### config.mk
export PLATFORM = sky130hd
export DESIGN_NAME = bitwise_ops_pipe_flat
export DESIGN_NICKNAME = d
export VERILOG_FILES = /design/src/rtl/bitwise_ops_pipe_pkg.sv /design/src/rtl/bitwise_ops_pipe_if.sv /design/src/rtl/bitwise_ops_pipe_popcount.sv /design/src/rtl/bitwise_ops_pipe.sv /design/src/flat_wrapper.sv
export SDC_FILE = /design/constraint.sdc
export NUM_CORES = 1
export LEC_CHECK = 0
export CAP_MARGIN = 5
export CELL_PAD_IN_SITES_DETAIL_PLACEMENT = 0
export CELL_PAD_IN_SITES_GLOBAL_PLACEMENT = 1
export CORE_AREA = 2 2 104 106
export CTS_BUF_LIST = sky130_fd_sc_hd__clkbuf_16
export CTS_CLUSTER_SIZE = 16
export DETAILED_ROUTE_END_ITERATION = 12
export DIE_AREA = 0 0 106 108
export PLACE_DENSITY = 0.64
export RECOVER_POWER = 50
export SLEW_MARGIN = 20
export SYNTH_ARGS = -nofsm -noshare
export SYNTH_HDL_FRONTEND = slang
export SYNTH_SLANG_ARGS = --single-unit
### constraint.sdc
create_clock -name clk -period 4.3 [get_ports clk]
set_input_delay 0.86 -clock clk [delete_from_list [all_inputs] [get_ports clk]]
set_output_delay 0.86 -clock clk [all_outputs]
set_load 0.02 [all_outputs]
### src/rtl/bitwise_ops_pipe_pkg.sv
`default_nettype none
// ============================================================================
// Module   : bitwise_ops_pkg
// Brief    : Op-code encodings shared by the bitwise pipeline and its bus.
// Revision : 1.0 - initial release
// ============================================================================
package bitwise_ops_pkg;

  localparam int OP_W = 3;

  localparam logic [OP_W-1:0] OP_AND  = 3'd0;
  localparam logic [OP_W-1:0] OP_OR   = 3'd1;
  localparam logic [OP_W-1:0] OP_XOR  = 3'd2;
  localparam logic [OP_W-1:0] OP_NAND = 3'd3;
  localparam logic [OP_W-1:0] OP_NOR  = 3'd4;
  localparam logic [OP_W-1:0] OP_XNOR = 3'd5;
  localparam logic [OP_W-1:0] OP_NOT  = 3'd6;
  localparam logic [OP_W-1:0] OP_ANDN = 3'd7;

endpackage
`default_nettype wire

### src/rtl/bitwise_ops_pipe_if.sv
`default_nettype none
// ============================================================================
// Module   : bitwise_ops_pipe_if
// Brief    : Input/output valid-ready bus of the bitwise pipeline.
// Revision : 1.0 - initial release
// ============================================================================
interface bitwise_ops_pipe_if
  import bitwise_ops_pkg::*;
#(
  parameter int WIDTH = 8
);
  localparam int CNT_W = $clog2(WIDTH + 1);

  logic             in_valid;
  logic             in_ready;
  logic [OP_W-1:0]  op;
  logic             acc_mode;
  logic             acc_clr;
  logic [WIDTH-1:0] a;
  logic [WIDTH-1:0] b;
  logic             out_valid;
  logic             out_ready;
  logic [WIDTH-1:0] y;
  logic             red_and;
  logic             red_or;
  logic             red_xor;
  logic [CNT_W-1:0] popcnt;

  modport master (
    output in_valid, op, acc_mode, acc_clr, a, b, out_ready,
    input  in_ready, out_valid, y, red_and, red_or, red_xor, popcnt
  );

  modport slave (
    input  in_valid, op, acc_mode, acc_clr, a, b, out_ready,
    output in_ready, out_valid, y, red_and, red_or, red_xor, popcnt
  );

endinterface
`default_nettype wire

### src/rtl/bitwise_ops_pipe_popcount.sv
`default_nettype none
// ============================================================================
// Module   : bit_popcount
// Brief    : Combinational count of set bits in a WIDTH-bit word.
// Revision : 1.0 - initial release
// ============================================================================
module bit_popcount #(
  parameter  int WIDTH = 8,
  localparam int CNT_W = $clog2(WIDTH + 1)
) (
  input  wire logic [WIDTH-1:0] i_bits,
  output logic      [CNT_W-1:0] o_count
);

  logic [CNT_W-1:0] w_sum;

  always_comb begin
    w_sum = '0;
    for (int i = 0; i < WIDTH; i++) begin
      w_sum = w_sum + CNT_W'(i_bits[i]);
    end
  end

  assign o_count = w_sum;

endmodule
`default_nettype wire

### src/rtl/bitwise_ops_pipe.sv
`default_nettype none
// ============================================================================
// Module   : bitwise_ops_pipe
// Brief    : Two-stage elastic bitwise unit with accumulator and result flags.
// Revision : 1.0 - initial release
// ============================================================================
module bitwise_ops_pipe
  import bitwise_ops_pkg::*;
#(
  parameter int WIDTH = 8
) (
  input  wire logic        clk,
  input  wire logic        rst,
  bitwise_ops_pipe_if.slave bus
);

  localparam int CNT_W = $clog2(WIDTH + 1);

  logic             w_s2_adv;
  logic             w_s1_adv;
  logic             w_accept;
  logic [WIDTH-1:0] w_op_a;
  logic [WIDTH-1:0] w_res;
  logic [CNT_W-1:0] w_cnt;

  logic             r_s1_valid;
  logic [WIDTH-1:0] r_s1_y;
  logic [WIDTH-1:0] r_acc;
  logic             r_s2_valid;
  logic [WIDTH-1:0] r_y;
  logic             r_red_and;
  logic             r_red_or;
  logic             r_red_xor;
  logic [CNT_W-1:0] r_popcnt;

  // Ready depends only on pipeline state, never on in_valid.
  assign w_s2_adv = !r_s2_valid || bus.out_ready;
  assign w_s1_adv = !r_s1_valid || w_s2_adv;
  assign w_accept = bus.in_valid && w_s1_adv;

  assign w_op_a = bus.acc_mode ? (bus.acc_clr ? '0 : r_acc) : bus.a;

  always_comb begin
    w_res = '0;
    case (bus.op)
      OP_AND:  w_res = w_op_a & bus.b;
      OP_OR:   w_res = w_op_a | bus.b;
      OP_XOR:  w_res = w_op_a ^ bus.b;
      OP_NAND: w_res = ~(w_op_a & bus.b);
      OP_NOR:  w_res = ~(w_op_a | bus.b);
      OP_XNOR: w_res = ~(w_op_a ^ bus.b);
      OP_NOT:  w_res = ~w_op_a;
      OP_ANDN: w_res = w_op_a & ~bus.b;
      default: w_res = '0;
    endcase
  end

  always_ff @(posedge clk) begin
    if (rst) begin
      r_acc <= '0;
    end else if (w_accept) begin
      if (bus.acc_mode) begin
        r_acc <= w_res;
      end else if (bus.acc_clr) begin
        r_acc <= '0;
      end
    end
  end

  always_ff @(posedge clk) begin
    if (rst) begin
      r_s1_valid <= 1'b0;
      r_s1_y     <= '0;
    end else if (w_s1_adv) begin
      r_s1_valid <= bus.in_valid;
      if (w_accept) begin
        r_s1_y <= w_res;
      end
    end
  end

  bit_popcount #(
    .WIDTH (WIDTH)
  ) u_popcount (
    .i_bits  (r_s1_y),
    .o_count (w_cnt)
  );

  // Result registers only move on a real beat so a stalled output stays stable.
  always_ff @(posedge clk) begin
    if (rst) begin
      r_s2_valid <= 1'b0;
      r_y        <= '0;
      r_red_and  <= 1'b0;
      r_red_or   <= 1'b0;
      r_red_xor  <= 1'b0;
      r_popcnt   <= '0;
    end else if (w_s2_adv) begin
      r_s2_valid <= r_s1_valid;
      if (r_s1_valid) begin
        r_y       <= r_s1_y;
        r_red_and <= &r_s1_y;
        r_red_or  <= |r_s1_y;
        r_red_xor <= ^r_s1_y;
        r_popcnt  <= w_cnt;
      end
    end
  end

  assign bus.in_ready  = w_s1_adv;
  assign bus.out_valid = r_s2_valid;
  assign bus.y         = r_y;
  assign bus.red_and   = r_red_and;
  assign bus.red_or    = r_red_or;
  assign bus.red_xor   = r_red_xor;
  assign bus.popcnt    = r_popcnt;

endmodule
`default_nettype wire

### src/flat_wrapper.sv
// flat-port wrapper written by rule: the top's interface ports become plain ports
module bitwise_ops_pipe_flat import bitwise_ops_pkg::*;
#(
  parameter int WIDTH = 8
)
  (clk, rst, bus_in_valid, bus_op, bus_acc_mode, bus_acc_clr, bus_a, bus_b, bus_out_ready, bus_in_ready, bus_out_valid, bus_y, bus_red_and, bus_red_or, bus_red_xor, bus_popcnt);
  bitwise_ops_pipe_if #(.WIDTH(WIDTH)) bus_i ();
  input  wire logic clk;
  input  wire logic rst;
  input wire logic [$bits(bus_i.in_valid)-1:0] bus_in_valid;
  input wire logic [$bits(bus_i.op)-1:0] bus_op;
  input wire logic [$bits(bus_i.acc_mode)-1:0] bus_acc_mode;
  input wire logic [$bits(bus_i.acc_clr)-1:0] bus_acc_clr;
  input wire logic [$bits(bus_i.a)-1:0] bus_a;
  input wire logic [$bits(bus_i.b)-1:0] bus_b;
  input wire logic [$bits(bus_i.out_ready)-1:0] bus_out_ready;
  output wire logic [$bits(bus_i.in_ready)-1:0] bus_in_ready;
  output wire logic [$bits(bus_i.out_valid)-1:0] bus_out_valid;
  output wire logic [$bits(bus_i.y)-1:0] bus_y;
  output wire logic [$bits(bus_i.red_and)-1:0] bus_red_and;
  output wire logic [$bits(bus_i.red_or)-1:0] bus_red_or;
  output wire logic [$bits(bus_i.red_xor)-1:0] bus_red_xor;
  output wire logic [$bits(bus_i.popcnt)-1:0] bus_popcnt;
  assign bus_i.in_valid = bus_in_valid;
  assign bus_i.op = bus_op;
  assign bus_i.acc_mode = bus_acc_mode;
  assign bus_i.acc_clr = bus_acc_clr;
  assign bus_i.a = bus_a;
  assign bus_i.b = bus_b;
  assign bus_i.out_ready = bus_out_ready;
  assign bus_in_ready = bus_i.in_ready;
  assign bus_out_valid = bus_i.out_valid;
  assign bus_y = bus_i.y;
  assign bus_red_and = bus_i.red_and;
  assign bus_red_or = bus_i.red_or;
  assign bus_red_xor = bus_i.red_xor;
  assign bus_popcnt = bus_i.popcnt;
  bitwise_ops_pipe #(.WIDTH(WIDTH)) u_core (.clk(clk), .rst(rst), .bus(bus_i));
endmodule
* After elaboration in Yosys (flattened, before gate mapping) *
Cells that the tools add are included.

operators by class
  $add $sub $neg = 7
  equality and inequality tests = 7
  muxes and demuxes = 4
  bitwise operators = 9
  reductions and logical operators = 11

operators by type and width
  kind                                           number
  case mux 8 bit (8 select lines)                1
  inverter 8 bit                                 5
  two-way mux 8 bit                              3
  adder 4 x 1 -> 4 bit                           4
  AND 8 bit                                      2
  == test 3 bit, second input constant           4
  bitwise OR 8 bit                               1
  AND reduction 8 bit                            1
  OR reduction 8 bit                             1
  parity 8 bit                                   1
  XOR 8 bit                                      1
  == test 3 x 2 -> 1 bit, second input constant  2
  adder 3 x 1 -> 4 bit                           1
  AND reduction 2 bit                            2
  adder 2 x 1 -> 3 bit                           1
  == test 3 x 1 -> 1 bit, second input constant  1
  zero test 3 bit                                1
  adder 1 x 1 -> 2 bit                           1
  zero test 1 bit                                2
  logical OR 1 bit                               2
  logical AND 1 bit                              1

word-level totals
  register bits = 33
  output and inout port bits = 17
  logic and storage cells = 47

* Logic depth before layout (Yosys ltp) *
Gate-level depths: netlist (run 1).

  depth after elaboration = 7
  gate-level depth with buffers = 11

* Modules after synthesis *
A second synthesis (run 1) with hierarchy kept.

unflattened totals
  cell total of the unflattened synthesis = 324
  area, all modules = 2701.3 µm²

by module, submodules not included
  module            instances  cells an instance  area each (µm²)  seq. area each (µm²)
  bitwise_ops_pipe  1          300                2511.2           660.6
  bit_popcount      1          24                 190.2            0.0

* Worst setup path after synthesis (run 1) *
Ideal clock, no wire load.

  path type = flip-flop to flip-flop
  from = reg u_core.r_s1_y[0]
  to = reg u_core.r_popcnt[2] (netlist: u_core.bus.popcnt[2])
  data arrival time = 2705 ps
  data required time = 4230 ps
  setup slack = 1524 ps
  stages on the path, launching flop included = 12
  cells stage by stage = dfxtp_1 -> fa_1 -> inv_1 -> fa_1 -> fa_1 -> inv_1 -> ha_1 -> inv_1 -> fa_1 -> xnor2_1 -> nand2_1 -> a21oi_1

between the ends
  longest elaborated chain between the ends = 7

RTL lines
  what                                line                             text
  start, declared                     bitwise_ops_pipe.sv:27           logic [WIDTH-1:0] r_s1_y;
  start signal, assigned              bitwise_ops_pipe.sv:77           r_s1_y <= w_res;
  adder 1 x 1 -> 2 bit                bitwise_ops_pipe_popcount.sv:20  w_sum = w_sum + CNT_W'(i_bits[i]);
  adder 2 x 1 -> 3 bit                bitwise_ops_pipe_popcount.sv:20
  adder 3 x 1 -> 4 bit                bitwise_ops_pipe_popcount.sv:20
  adder 4 x 1 -> 4 bit (4 in series)  bitwise_ops_pipe_popcount.sv:20
  end signal, assigned                bitwise_ops_pipe.sv:105          r_popcnt <= w_cnt;
  end, declared                       bitwise_ops_pipe.sv:34           logic [CNT_W-1:0] r_popcnt;

No other way between the ends.
A chain may end at the register's enable or synchronous reset.

* Worst setup path after layout (run 1) *
  from = in bus_acc_clr
  to = reg u_core.r_s1_y[4]

between the ends
  longest elaborated chain between the ends = 5
  elaborated cells between the ends (all ways) = 11

RTL lines
  what                                      line                                                                    text
  start, declared                           flat_wrapper.sv:13                                                      input wire logic [$bits(bus_i.acc_clr)-1:0] bus_acc_clr;
  two-way mux 8 bit (*) (2 in series)       bitwise_ops_pipe.sv:41                                                  assign w_op_a = bus.acc_mode ? (bus.acc_clr ? '0 : r_acc) : bus.a;
  XOR 8 bit, or another cell as far along   bitwise_ops_pipe.sv:48, bitwise_ops_pipe.sv:51
  inverter 8 bit, on equally long branches  bitwise_ops_pipe.sv:51, bitwise_ops_pipe.sv:49, bitwise_ops_pipe.sv:50
  case mux 8 bit (8 select lines) (*)       bitwise_ops_pipe.sv:45                                                  case (bus.op)

Mark *: on every way between the ends. The rest lies on a longest branch, timed or not.

==> flow_metrics.py, run 1 <==
metrics = {
    "logic_synthesis": {
        "synthXorXnorAreaFrac_pct": 1.394,
        "synthAdderAreaFrac_pct": 20.61,
        "synth_top_family_by_area": "compound AO/OA/AOI/OAI gates",
        "syn_inst": 305,
        "syn_nets": 369,
        "async_reset_ff_share_pct": 0,
        "synth_edf_count": 0,
        "ys_warn_count": 0,
        "avgSynthCellArea_um2": 8.242,
        "synth_compound_area_share_pct": 24.49,
        "synthMuxAreaShare_pct": 0.4480,
        "ys.flop_type": "dfxtp_1",
        "synth-simple-area-share_pct": 17.52,
        "syn_area_um2": 2514,
        "ys_seq_area_share_pct": 26.28,
        "ys_types": 45,
        "synth-seq-cells": 33,
    },
    "floorplanning": {
        "dieArea_um2": 11450,
        "die_x_um": 106,
        "dieHeight_um": 108,
        "floorplan.initialDensity_pct": 24.57,
        "core_area_um2": 10230,
        "io_pins": 42,
        "row_count": 37,
    },
    "sta": {
        "finalCriticalPeriod_ns": 3.111,
        "final.setup.tns_ns": 0,
        "clock_skew_ns": 0.006418,
        "worst_pin_slew_ns": 0.8575,
        "fin_crit_sh_pct": 72.35,
        "slew_viol_final": 0,
        "maxSlewHeadroom_pct": 42.66,
        "rsz0062_at_grt": "no",
        "clock.fmax_mhz": 321.4,
        "hold_viol_final": 0,
        "worst_hold_slack_ns": 0.4462,
        "final-setup-viol-count": 0,
    },
    "global_routing": {
        "grt_max_degree": 25,
        "antenna_found_initial": 0,
        "overflow": 0,
        "grt_pass1_vias": 1998,
        "grt_first_pass_wirelength_um": 10220,
        "grt_use_total_pct": 11.04,
    },
    "detailed_routing": {
        "antenna_left": 0,
        "drc": 0,
        "drt_iter0_markers": 93,
        "via_per_inst": 4.683,
        "wl_per_cell_um": 12.85,
        "routed_wl_um": 6117,
        "num_vias": 2229,
        "firstDrtPassIters": 4,
    },
    "cts": {
        "post_cts_buffers": 0,
        "cts_resized": 0,
        "htree_levels": 2,
        "numCtsBuffers": 5,
        "cts_tree": "done",
        "hold_buffers": 0,
        "clkTransAtPathRegs_ns": 0.05,
        "cts-root-buf": "clkbuf_16",
        "clock_latency_ns": 0.28,
        "clock_sinks": 33,
        "clk_path_buf_depth": 2,
    },
    "pwr": {
        "leakagePower_nw": 1.335,
        "clkPwrFrac_pct": 36.7,
        "seq_power_share_pct": 37.1,
        "netSwitchingFraction_pct": 29.62,
        "power.internal_mw": 0.6390,
        "power.density_nw_per_um2": 288.3,
        "p_sw_mw": 0.2689,
        "peakVddDrop_mv": 0.1493,
        "combinationalPowerShare_pct": 26.3,
    },
    "layout": {
        "syn_to_final_growth_pct": 25.29,
        "diodes": 0,
        "fin_area_um2": 3149,
        "final_util_pct": 30.78,
        "fin_nets": 403,
        "final_layout_size_suffix_gt1_share_pct": 5.294,
    },
    "setup_path": {
        "worst-setup-path-type": "input pin to flop",
        "cpLargestDelayFamily": "compound AO/OA/AOI/OAI gates",
        "critical_path_buf_inv_count": 1,
        "cp_data_arrival_time_ns": 3.25,
        "slowest_delay_ns": 0.66,
        "worstPathMaxFanout": 9,
        "worstPathCellList": "clkdlybuf4s50_1, and3b_1, a21oi_1, ha_1, a22o_1, a221oi_1, o22ai_1, nor2b_1",
        "critPathSlowestCell": "clkdlybuf4s50_1",
        "crit_path_end_kind": "flop",
        "cp.required_ns": 4.44,
        "start_kind": "input pin",
    },
    "run_status": {
        "outcome": "finished, final reports clean",
    },
    "flow_run": {
        "maxCapViolations": 0,
    },
    "placed_design": {
        "dpl_cell_area_um2": 3015,
        "dp_hpwl_um": 4836,
        "numPortBuffers": 41,
        "gp_congestion": 0.7861,
    },
    "min_path": {
        "hold_path.class": "flop to flop",
    },
}
==> worst reg2reg max path: stages, from the launching register on <==
cell and delay [ns]:
dfxtp_1 0.35, fa_1 0.54, inv_1 0.05, fa_1 0.49
fa_1 0.40, inv_1 0.06, ha_1 0.16, inv_1 0.06
fa_1 0.37, xnor2_1 0.14, nand2_1 0.07, a21oi_1 0.16
==> area by class of cell <==
type / count / area [um2]
Fill cell: 1097 / 7082
Multi-Input combinational cell: 219 / 1620
Sequential cell: 33 / 660.6
Timing Repair Buffer: 43 / 421.7
Tap cell: 136 / 170.2
Inverter: 37 / 138.9
Clock buffer: 5 / 125.1
Clock inverter: 3 / 12.51
==> per-stage QoR <==
step | cells | worst slack (ns) | total power [mW]
2_1_floorplan | 305 | 1.524 | 0.5097
3_3_place_gp | 468 | 0.9039 | 0.5829
3_5_place_dp | 468 | 0.8808 | 0.5864
4_1_cts | 476 | 1.167 | 0.9220
5_1_grt | 476 | 1.002 | 0.9622
6_report | 476 | 1.189 | 0.9079
==> cell families after synthesis <==
kind of cell	Yosys count
AOI/OAI and AO/OA	90
muxes	1
adders and majority gates	39
and+or+nand+nor	85
DFF	33
buffers and inverters	53
xor gates and xnor gates	4
==> cell usage in the layout, fill, tap and decap left out, types with 2 or more instances in the layout <==
master           Yosys  routed
clkdlybuf4s50_1      0      23
a21oi_2              2       2
o22ai_1             13      13
inv_1               35      35
o31ai_1              7       7
nor3b_1              4       4
a31o_2               3       3
or3_1                6       6
clkinv_1             0       2
a22oi_1              7       7
dfxtp_1             33      33
clkbuf_16            0       5
a211oi_1             2       2
inv_2                2       2
and3b_1              3       3
o21ai_0              3       3
fa_1                 4       4
nor2b_1              3       3
ha_1                35      35
and2_1               2       2
nand2b_1            13      13
nand2_1             29      29
o32ai_1              7       7
a221oi_1             6       6
dlygate4sd3_1        0      18
nor2_1              19      19
xnor2_1              4       4
o41ai_1              2       2
a21oi_1             29      29
==> metal layers <==
layer  part of all wire (%)  vias to the layer above  track usage, %
li1                       -                     1141               -
met1                     49                     1039           15.24
met2                     46                       44           17.93
met3                    3.5                        5           2.049
met4                   0.87                        0           2.538
met5                      0                        -               0
==> power by group through the flow <==
stage / Combinational [mW] / Sequential [mW] / Clock [mW]
3_3_place_gp: 0.239 / 0.344 / 0
4_1_cts: 0.245 / 0.338 / 0.340
6_report: 0.238 / 0.337 / 0.333
5_1_grt: 0.270 / 0.340 / 0.352
2_1_floorplan: 0.160 / 0.349 / 0
3_5_place_dp: 0.242 / 0.344 / 0
==> flip-flops by register name (all words and copies together) (netlist names) <==
name / flops
u_core.r_s1_valid: 1
u_core.r_acc: 8
u_core.bus.popcnt: 4
u_core.bus.red_xor: 1
u_core.bus.y: 8
u_core.r_s1_y: 8
u_core.bus.red_and: 1
u_core.bus.out_valid: 1
u_core.bus.red_or: 1
==> synthesized netlist by cell type, types with 3 or more instances <==
cell | number | share of area, %
a221oi_1 | 6 | 2.1
nand2_1 | 29 | 4.3
fa_1 | 4 | 3.2
o21ai_0 | 3 | 0.60
ha_1 | 35 | 17
nor3b_1 | 4 | 1.2
o22ai_1 | 13 | 3.2
a22oi_1 | 7 | 2.1
clkbuf_1 | 7 | 1.0
nand2b_1 | 13 | 3.2
o31ai_1 | 7 | 2.1
dfxtp_1 | 33 | 26
xnor2_1 | 4 | 1.4
a21oi_1 | 29 | 5.8
or3_1 | 6 | 1.5
nor2_1 | 19 | 2.8
inv_1 | 35 | 5.2
o32ai_1 | 7 | 2.4
nor2b_1 | 3 | 0.75
a31o_2 | 3 | 1.0
buf_2 | 3 | 0.60
and3b_1 | 3 | 1.0
buf_4 | 4 | 1.2
==> path summary, 6_finish.rpt <==
| path | start | end | slack [ns] | cells after the start |
|---|---|---|---|---|
| max | bus_acc_clr | u_core.r_s1_y[4]$_SDFFE_PP0P_ | 1.19 | 8 |
| min | u_core.bus.popcnt[0]$_SDFFE_PP0P_ | u_core.bus.popcnt[0]$_SDFFE_PP0P_ | 0.45 | 2 |
| max reg2reg | u_core.r_s1_y[0]$_SDFFE_PP0P_ | u_core.bus.popcnt[2]$_SDFFE_PP0P_ | 1.37 | 11 |
| min reg2reg | u_core.bus.popcnt[0]$_SDFFE_PP0P_ | u_core.bus.popcnt[0]$_SDFFE_PP0P_ | 0.45 | 2 |
Power figures use the tool's default switching activity.
==> inputs of run 2 (changes only) <==
--- a/config.mk
+++ b/config.mk
@@ -13,7 +13,7 @@
 export CTS_CLUSTER_SIZE = 16
 export DETAILED_ROUTE_END_ITERATION = 12
 export DIE_AREA = 0 0 106 108
-export PLACE_DENSITY = 0.64
+export PLACE_DENSITY = 0.66
 export RECOVER_POWER = 50
 export SLEW_MARGIN = 20
 export SYNTH_ARGS = -nofsm -noshare
==> constraint.sdc (replaced) <==
create_clock -name clk -period 2.8 [get_ports clk]
set_input_delay 0.56 -clock clk [delete_from_list [all_inputs] [get_ports clk]]
set_output_delay 0.56 -clock clk [all_outputs]
set_load 0.02 [all_outputs]
==> flow_metrics.py, run 2 (synthesis results as in run 1) <==
metrics = {
    "setup_path": {
        "cp.required_ns": 3.00,
        "worst-setup-path-type": "flop to flop",
        "worstPathMaxFanout": 2,
        "critPathSlowestCell": "fa_1",
        "slowest_delay_ns": 0.53,
        "crit_path_end_kind": "flop",
        "cp_common_cell": "fa_1",
        "start_kind": "flop",
        "cp_data_arrival_time_ns": 3.03,
        "worstPathCellList": "fa_1, inv_1, fa_1, fa_1, inv_1, ha_2, inv_2, fa_2, xnor2_2, nand2_1, a21oi_1",
    },
    "placed_design": {
        "numPortBuffers": 41,
        "dp_hpwl_um": 5072,
        "gp_congestion": 0.7685,
    },
    "sta": {
        "worst_slack_ns": -0.03124,
        "maxSlewHeadroom_pct": 52.94,
        "clock.fmax_mhz": 353.2,
        "final.setup.tns_ns": -0.03328,
        "rsz0062_at_grt": "yes",
        "clock_skew_ns": 0.007803,
        "slew_viol_final": 0,
        "worst_pin_slew_ns": 0.7056,
        "finalCriticalPeriod_ns": 2.831,
        "worst_hold_slack_ns": 0.4476,
        "fin_crit_sh_pct": 101.1,
        "hold_viol_final": 0,
        "final-setup-viol-count": 2,
    },
    "pwr": {
        "power.density_nw_per_um2": 451.0,
        "peakVddDrop_mv": 0.2591,
        "leakagePower_nw": 1.479,
        "finalPower_mw": 1.523,
    },
    "run_status": {
        "violations": "negative setup slack",
        "outcome": "finished, violations left",
    },
    "layout": {
        "final_common_cell": "inv_1",
        "diodes": 0,
        "layout_common_cells": "inv_1 (35), ha_1 (34), dfxtp_1 (32)",
        "nFillCells": 1100,
        "seqCellArea_um2": 661.9,
        "syn_to_final_growth_pct": 34.35,
        "final_layout_size_suffix_gt1_share_pct": 13.46,
        "fin_nets": 427,
        "multi_input_area_um2": 1638,
    },
    "floorplanning": {
        "dieArea_um2": 11450,
        "dieHeight_um": 108,
        "row_count": 37,
        "core_area_um2": 10230,
        "io_pins": 42,
        "die_x_um": 106,
        "floorplan.initialDensity_pct": 24.57,
    },
    "flow_run": {
        "maxCapViolations": 0,
    },
    "detailed_routing": {
        "drc": 0,
        "routed_wl_um": 6257,
        "drt_iter0_markers": 73,
        "num_vias": 2266,
        "via_per_inst": 4.532,
        "wl_per_cell_um": 12.51,
        "antenna_left": 0,
        "firstDrtPassIters": 4,
    },
    "cts": {
        "post_cts_buffers": 0,
        "clock_sinks": 33,
        "hold_buffers": 0,
        "numCtsBuffers": 5,
        "clkTransAtPathRegs_ns": 0.05,
        "clock_latency_ns": 0.27,
        "cts-root-buf": "clkbuf_16",
        "htree_levels": 2,
        "clk_path_buf_depth": 2,
        "cts_tree": "done",
    },
    "global_routing": {
        "grt_pass1_vias": 2278,
        "grt_first_pass_wirelength_um": 10730,
        "antenna_found_initial": 0,
        "overflow": 0,
        "grt_max_degree": 22,
        "grt_use_total_pct": 11.42,
    },
    "min_path": {
        "hold_path.class": "flop to flop",
    },
}
## run 2: changes by cell type in the layout (fill, tap and decap cells not counted), sizes merged
cell	previous run	this run
buf	1	26
bufinv	0	1
clkbuf	6	5
clkdlybuf4s50	23	24
clkinv	3	1
dlygate4sd3	18	17
inv	37	38
## run 2: timing repair
item | 4_1_cts | 5_1_grt
pin swaps | 2 | 1
resized for setup | 5 | 1
endpoints found under the hold margin | 0 | 0
endpoints found under the setup margin | 2 | 2
## run 2: power by group
part	internal [mW]	switching, mW	leakage, nW	total, mW
combinational	0.197	0.216	1.13	0.413
clock	0.412	0.182	0.0826	0.595
sequential	0.499	0.0170	0.270	0.516
total	1.11	0.415	1.48	1.52
## run 2: worst max-delay path, delay by kind of cell (launching register included)
kind            cells  cell delay (ns)
buf+inv             3             0.15
fa+ha+maj           5             1.95
compound gates      1             0.15
simple gates        1             0.06
flops               1             0.32
xor+xnor            1             0.12
## run 2: layer usage
layer / vias up / part of all wire [%] / global-route usage [%] / routed length (um)
li1: 1184 / - / - / -
met1: 1035 / 48 / 14.74 / 2977
met2: 41 / 48 / 20.05 / 3002
met3: 6 / 3.7 / 2.170 / 229
met4: 0 / 0.77 / 2.162 / 48
met5: - / 0 / 0 / 0
## run 2: final timing paths
| kind | start | to | slack (ns) | depth (start not counted) |
|---|---|---|---|---|
| worst min-delay path | u_core.bus.y[3]$_SDFFE_PP0P_ | u_core.bus.y[3]$_SDFFE_PP0P_ | 0.45 | 2 |
| worst min register to register | u_core.bus.y[3]$_SDFFE_PP0P_ | u_core.bus.y[3]$_SDFFE_PP0P_ | 0.45 | 2 |
| worst max-delay path | u_core.r_s1_y[0]$_SDFFE_PP0P_ | u_core.bus.popcnt[2]$_SDFFE_PP0P_ | -0.03 | 11 |
| worst max register to register | u_core.r_s1_y[0]$_SDFFE_PP0P_ | u_core.bus.popcnt[2]$_SDFFE_PP0P_ | -0.03 | 11 |
## run 2: final cells by class
| cell class | count | area share (%) |
|---|---|---|
| clock inverter | 3 | 1.112 |
| inverter | 37 | 4.113 |
| clock buffer | 5 | 3.705 |
| tap | 136 | 5.039 |
| multi-input combinational | 219 | 48.50 |
| sequential | 33 | 19.60 |
| timing repair buffer | 67 | 17.93 |
## run 2: metrics by stage
| step | util [%] | area (um2) | cells | setup slack [ns] |
|---|---|---|---|---|
| global placement | 31.23 | 3196 | 492 | -0.07136 |
| floorplan | - | 2514 | 305 | 0.02439 |
| global route | 33.01 | 3377 | 500 | -0.1138 |
| CTS | 32.93 | 3369 | 500 | -0.03393 |
| finish | 33.01 | 3377 | 500 | -0.03124 |
| detailed placement | 31.23 | 3196 | 492 | -0.07979 |
==> inputs of run 3 (changes only) <==
--- a/config.mk
+++ b/config.mk
@@ -8,14 +8,15 @@
 export CAP_MARGIN = 5
 export CELL_PAD_IN_SITES_DETAIL_PLACEMENT = 0
 export CELL_PAD_IN_SITES_GLOBAL_PLACEMENT = 1
-export CORE_AREA = 2 2 104 106
+export CORE_AREA = 2 2 107 109
 export CTS_BUF_LIST = sky130_fd_sc_hd__clkbuf_16
 export CTS_CLUSTER_SIZE = 16
 export DETAILED_ROUTE_END_ITERATION = 12
-export DIE_AREA = 0 0 106 108
+export DIE_AREA = 0 0 109 111
 export PLACE_DENSITY = 0.66
 export RECOVER_POWER = 50
 export SLEW_MARGIN = 20
 export SYNTH_ARGS = -nofsm -noshare
 export SYNTH_HDL_FRONTEND = slang
+export SYNTH_HIERARCHICAL = 1
 export SYNTH_SLANG_ARGS = --single-unit
==> flow_metrics.py, run 3 <==
metrics = {
    "sta": {
        "finalCriticalPeriod_ns": 2.846,
        "clock.fmax_mhz": 351.4,
        "worst_pin_slew_ns": 0.6050,
        "slew_viol_final": 0,
        "clock_skew_ns": 0.004808,
        "hold_viol_final": 0,
        "fin_crit_sh_pct": 101.6,
        "worst_slack_ns": -0.04572,
        "rsz0062_at_grt": "yes",
        "final-setup-viol-count": 1,
        "maxSlewHeadroom_pct": 59.67,
    },
    "cts": {
        "clock_sinks": 33,
        "clkTransAtPathRegs_ns": 0.05,
        "clk_path_buf_depth": 2,
        "htree_levels": 2,
        "cts_tree": "done",
        "clock_latency_ns": 0.27,
        "numCtsBuffers": 5,
        "cts-root-buf": "clkbuf_16",
    },
    "logic_synthesis": {
        "avgSynthCellArea_um2": 8.337,
        "syn_area_um2": 2701,
        "synthTopCellsByArea": "dfxtp_1 (24%), ha_1 (16%), inv_1 (5.7%)",
        "ys_seq_area_share_pct": 24.46,
        "ys.flop_type": "dfxtp_1",
        "synth_most_common_cell": "inv_1",
        "syn_inst": 324,
        "yosys-top-cells-count": "inv_1 (41), nand2_1 (40), ha_1 (35), dfxtp_1 (33), a21oi_1 (30)",
        "ys_warn_count": 6,
        "ys_types": 51,
        "yosysTopAreaCellShare_pct": 24.46,
        "synth-seq-cells": 33,
        "syn_nets": 388,
        "synth_top_cell_by_area": "dfxtp_1",
        "async_reset_ff_share_pct": 0,
        "synth_edf_count": 0,
    },
    "global_routing": {
        "grt_max_degree": 17,
        "overflow": 0,
        "grt_first_pass_wirelength_um": 11290,
        "grt_pass1_vias": 2274,
        "grt_use_total_pct": 11.71,
        "antenna_found_initial": 0,
    },
    "layout": {
        "final_common_cell": "nand2_1",
        "fin_nets": 439,
        "layout_common_cells": "nand2_1 (39), inv_1 (38), ha_1 (34)",
        "syn_to_final_growth_pct": 28.62,
        "nFillCells": 1183,
        "final_layout_size_suffix_gt1_share_pct": 14.13,
        "final_util_pct": 31.37,
        "seqCellArea_um2": 663.1,
        "multi_input_area_um2": 1753,
        "diodes": 0,
    },
    "floorplanning": {
        "floorplan.initialDensity_pct": 24.39,
        "die_x_um": 109,
        "row_count": 39,
        "dieHeight_um": 111,
        "core_area_um2": 11080,
        "io_pins": 42,
        "dieArea_um2": 12100,
    },
    "pwr": {
        "peakVddDrop_mv": 0.2804,
        "finalPower_mw": 1.445,
        "power.density_nw_per_um2": 415.7,
        "leakagePower_nw": 1.537,
    },
    "setup_path": {
        "cp.required_ns": 2.96,
        "worst-setup-path-type": "flop to flop",
        "crit_path_end_kind": "flop",
        "cp_data_arrival_time_ns": 3.00,
        "worstPathMaxFanout": 2,
        "start_kind": "flop",
    },
    "detailed_routing": {
        "routed_wl_um": 6663,
        "antenna_left": 0,
        "drc": 0,
        "drt_iter0_markers": 157,
        "firstDrtPassIters": 4,
        "via_per_inst": 4.432,
        "wl_per_cell_um": 12.86,
        "num_vias": 2296,
    },
    "placed_design": {
        "gp_congestion": 0.7924,
        "dp_hpwl_um": 5169,
        "dp_slack_ns": -0.05639,
        "numPortBuffers": 41,
    },
    "run_status": {
        "outcome": "finished, violations left",
        "violations": "negative setup slack",
    },
    "min_path": {
        "hold_path.class": "flop to flop",
    },
    "flow_run": {
        "maxCapViolations": 0,
    },
}
==> run 3: cell types whose count changed in the layout (fill, tap and decap cells not counted), sizes merged, moves of 5 or more <==
cell | before | now
or3 | 6 | 0
o31ai | 7 | 0
inv | 38 | 43
a22oi | 7 | 0
mux2i | 0 | 12
o22ai | 13 | 3
nor2b | 3 | 9
buf | 26 | 20
o32ai | 7 | 0
nand2b | 13 | 4
nand2 | 29 | 41
==> run 3: area by class of cell <==
cell class | instances | share of cell area (%)
clock inverter | 2 | 0.2161
sequential | 33 | 19.09
clock buffer | 5 | 3.601
tap | 143 | 5.149
multi-input combinational | 231 | 50.45
inverter | 42 | 4.537
timing repair buffer | 62 | 16.96
==> run 3: cell families (layout without fill, tap and decap cells) <==
family / Yosys count / in the layout / share of synthesized area [%]
buffers and inverters: 60 / 111 / 11.35
adder cells (fa/ha/maj): 39 / 39 / 19.18
AO/OA/AOI/OAI: 74 / 74 / 19.27
AND/OR/NAND/NOR: 99 / 99 / 17.92
flip-flops: 33 / 33 / 24.46
XOR/XNOR: 4 / 4 / 1.297
multiplexers: 15 / 15 / 6.531
==> run 3: what timing repair did <==
item / CTS / global route
hold buffers: 0 / 0
endpoints found under the hold margin: 0 / 0
resized for setup: 6 / 4
pin swaps: 0 / 1
setup buffers: 0 / 0
endpoints found under the setup margin: 2 / 2
==> run 3: through the flow <==
stage | instances | hold WS, ns | cell area, um2 | TNS (ns)
after global routing | 518 | 0.4646 | 3475 | -0.3257
after floorplan | 324 | 0.4411 | 2703 | 0
after detailed placement | 511 | 0.4466 | 3326 | -0.09652
after CTS | 518 | 0.4534 | 3465 | -0.04275
final | 518 | 0.4476 | 3475 | -0.04572
after global placement | 511 | 0.4444 | 3326 | 0
==> run 3: where the power goes <==
group	total, mW	internal, mW	leakage, nW	switching, mW
sequential	0.518	0.498	0.270	0.0196
clock	0.502	0.317	0.0685	0.185
combinational	0.425	0.203	1.20	0.222
total	1.44	1.02	1.54	0.426
==> run 3: worst paths after layout <==
kind                            depth (start not counted)  slack, ns                           from                                end
worst max-delay path                                   11      -0.05  u_core/r_s1_y[0]$_SDFFE_PP0P_  u_core/bus.popcnt[1]$_SDFFE_PP0P_
worst min-delay path                                    2       0.45   u_core/bus.y[1]$_SDFFE_PP0P_       u_core/bus.y[1]$_SDFFE_PP0P_
worst max register to register                         11      -0.05  u_core/r_s1_y[0]$_SDFFE_PP0P_  u_core/bus.popcnt[1]$_SDFFE_PP0P_
worst min register to register                          2       0.45   u_core/bus.y[1]$_SDFFE_PP0P_       u_core/bus.y[1]$_SDFFE_PP0P_
==> run 3: critical path: stages, from the launching register on <==
cell,delay [ns]
dfxtp_2,0.33
inv_2,0.04
fa_1,0.55
fa_1,0.42
fa_1,0.45
inv_1,0.07
ha_2,0.18
inv_2,0.04
fa_2,0.52
inv_2,0.03
nand2_2,0.05
a21oi_2,0.05
==> run 3: layer usage <==
| metal | up-vias | GRT usage [%] | share of wire, % |
|---|---|---|---|
| li1 | 1196 | - | - |
| met1 | 1057 | 15.09 | 47 |
| met2 | 38 | 19.54 | 49 |
| met3 | 5 | 2.234 | 3.6 |
| met4 | 0 | 3.504 | 1.2 |
| met5 | - | 0 | 0 |
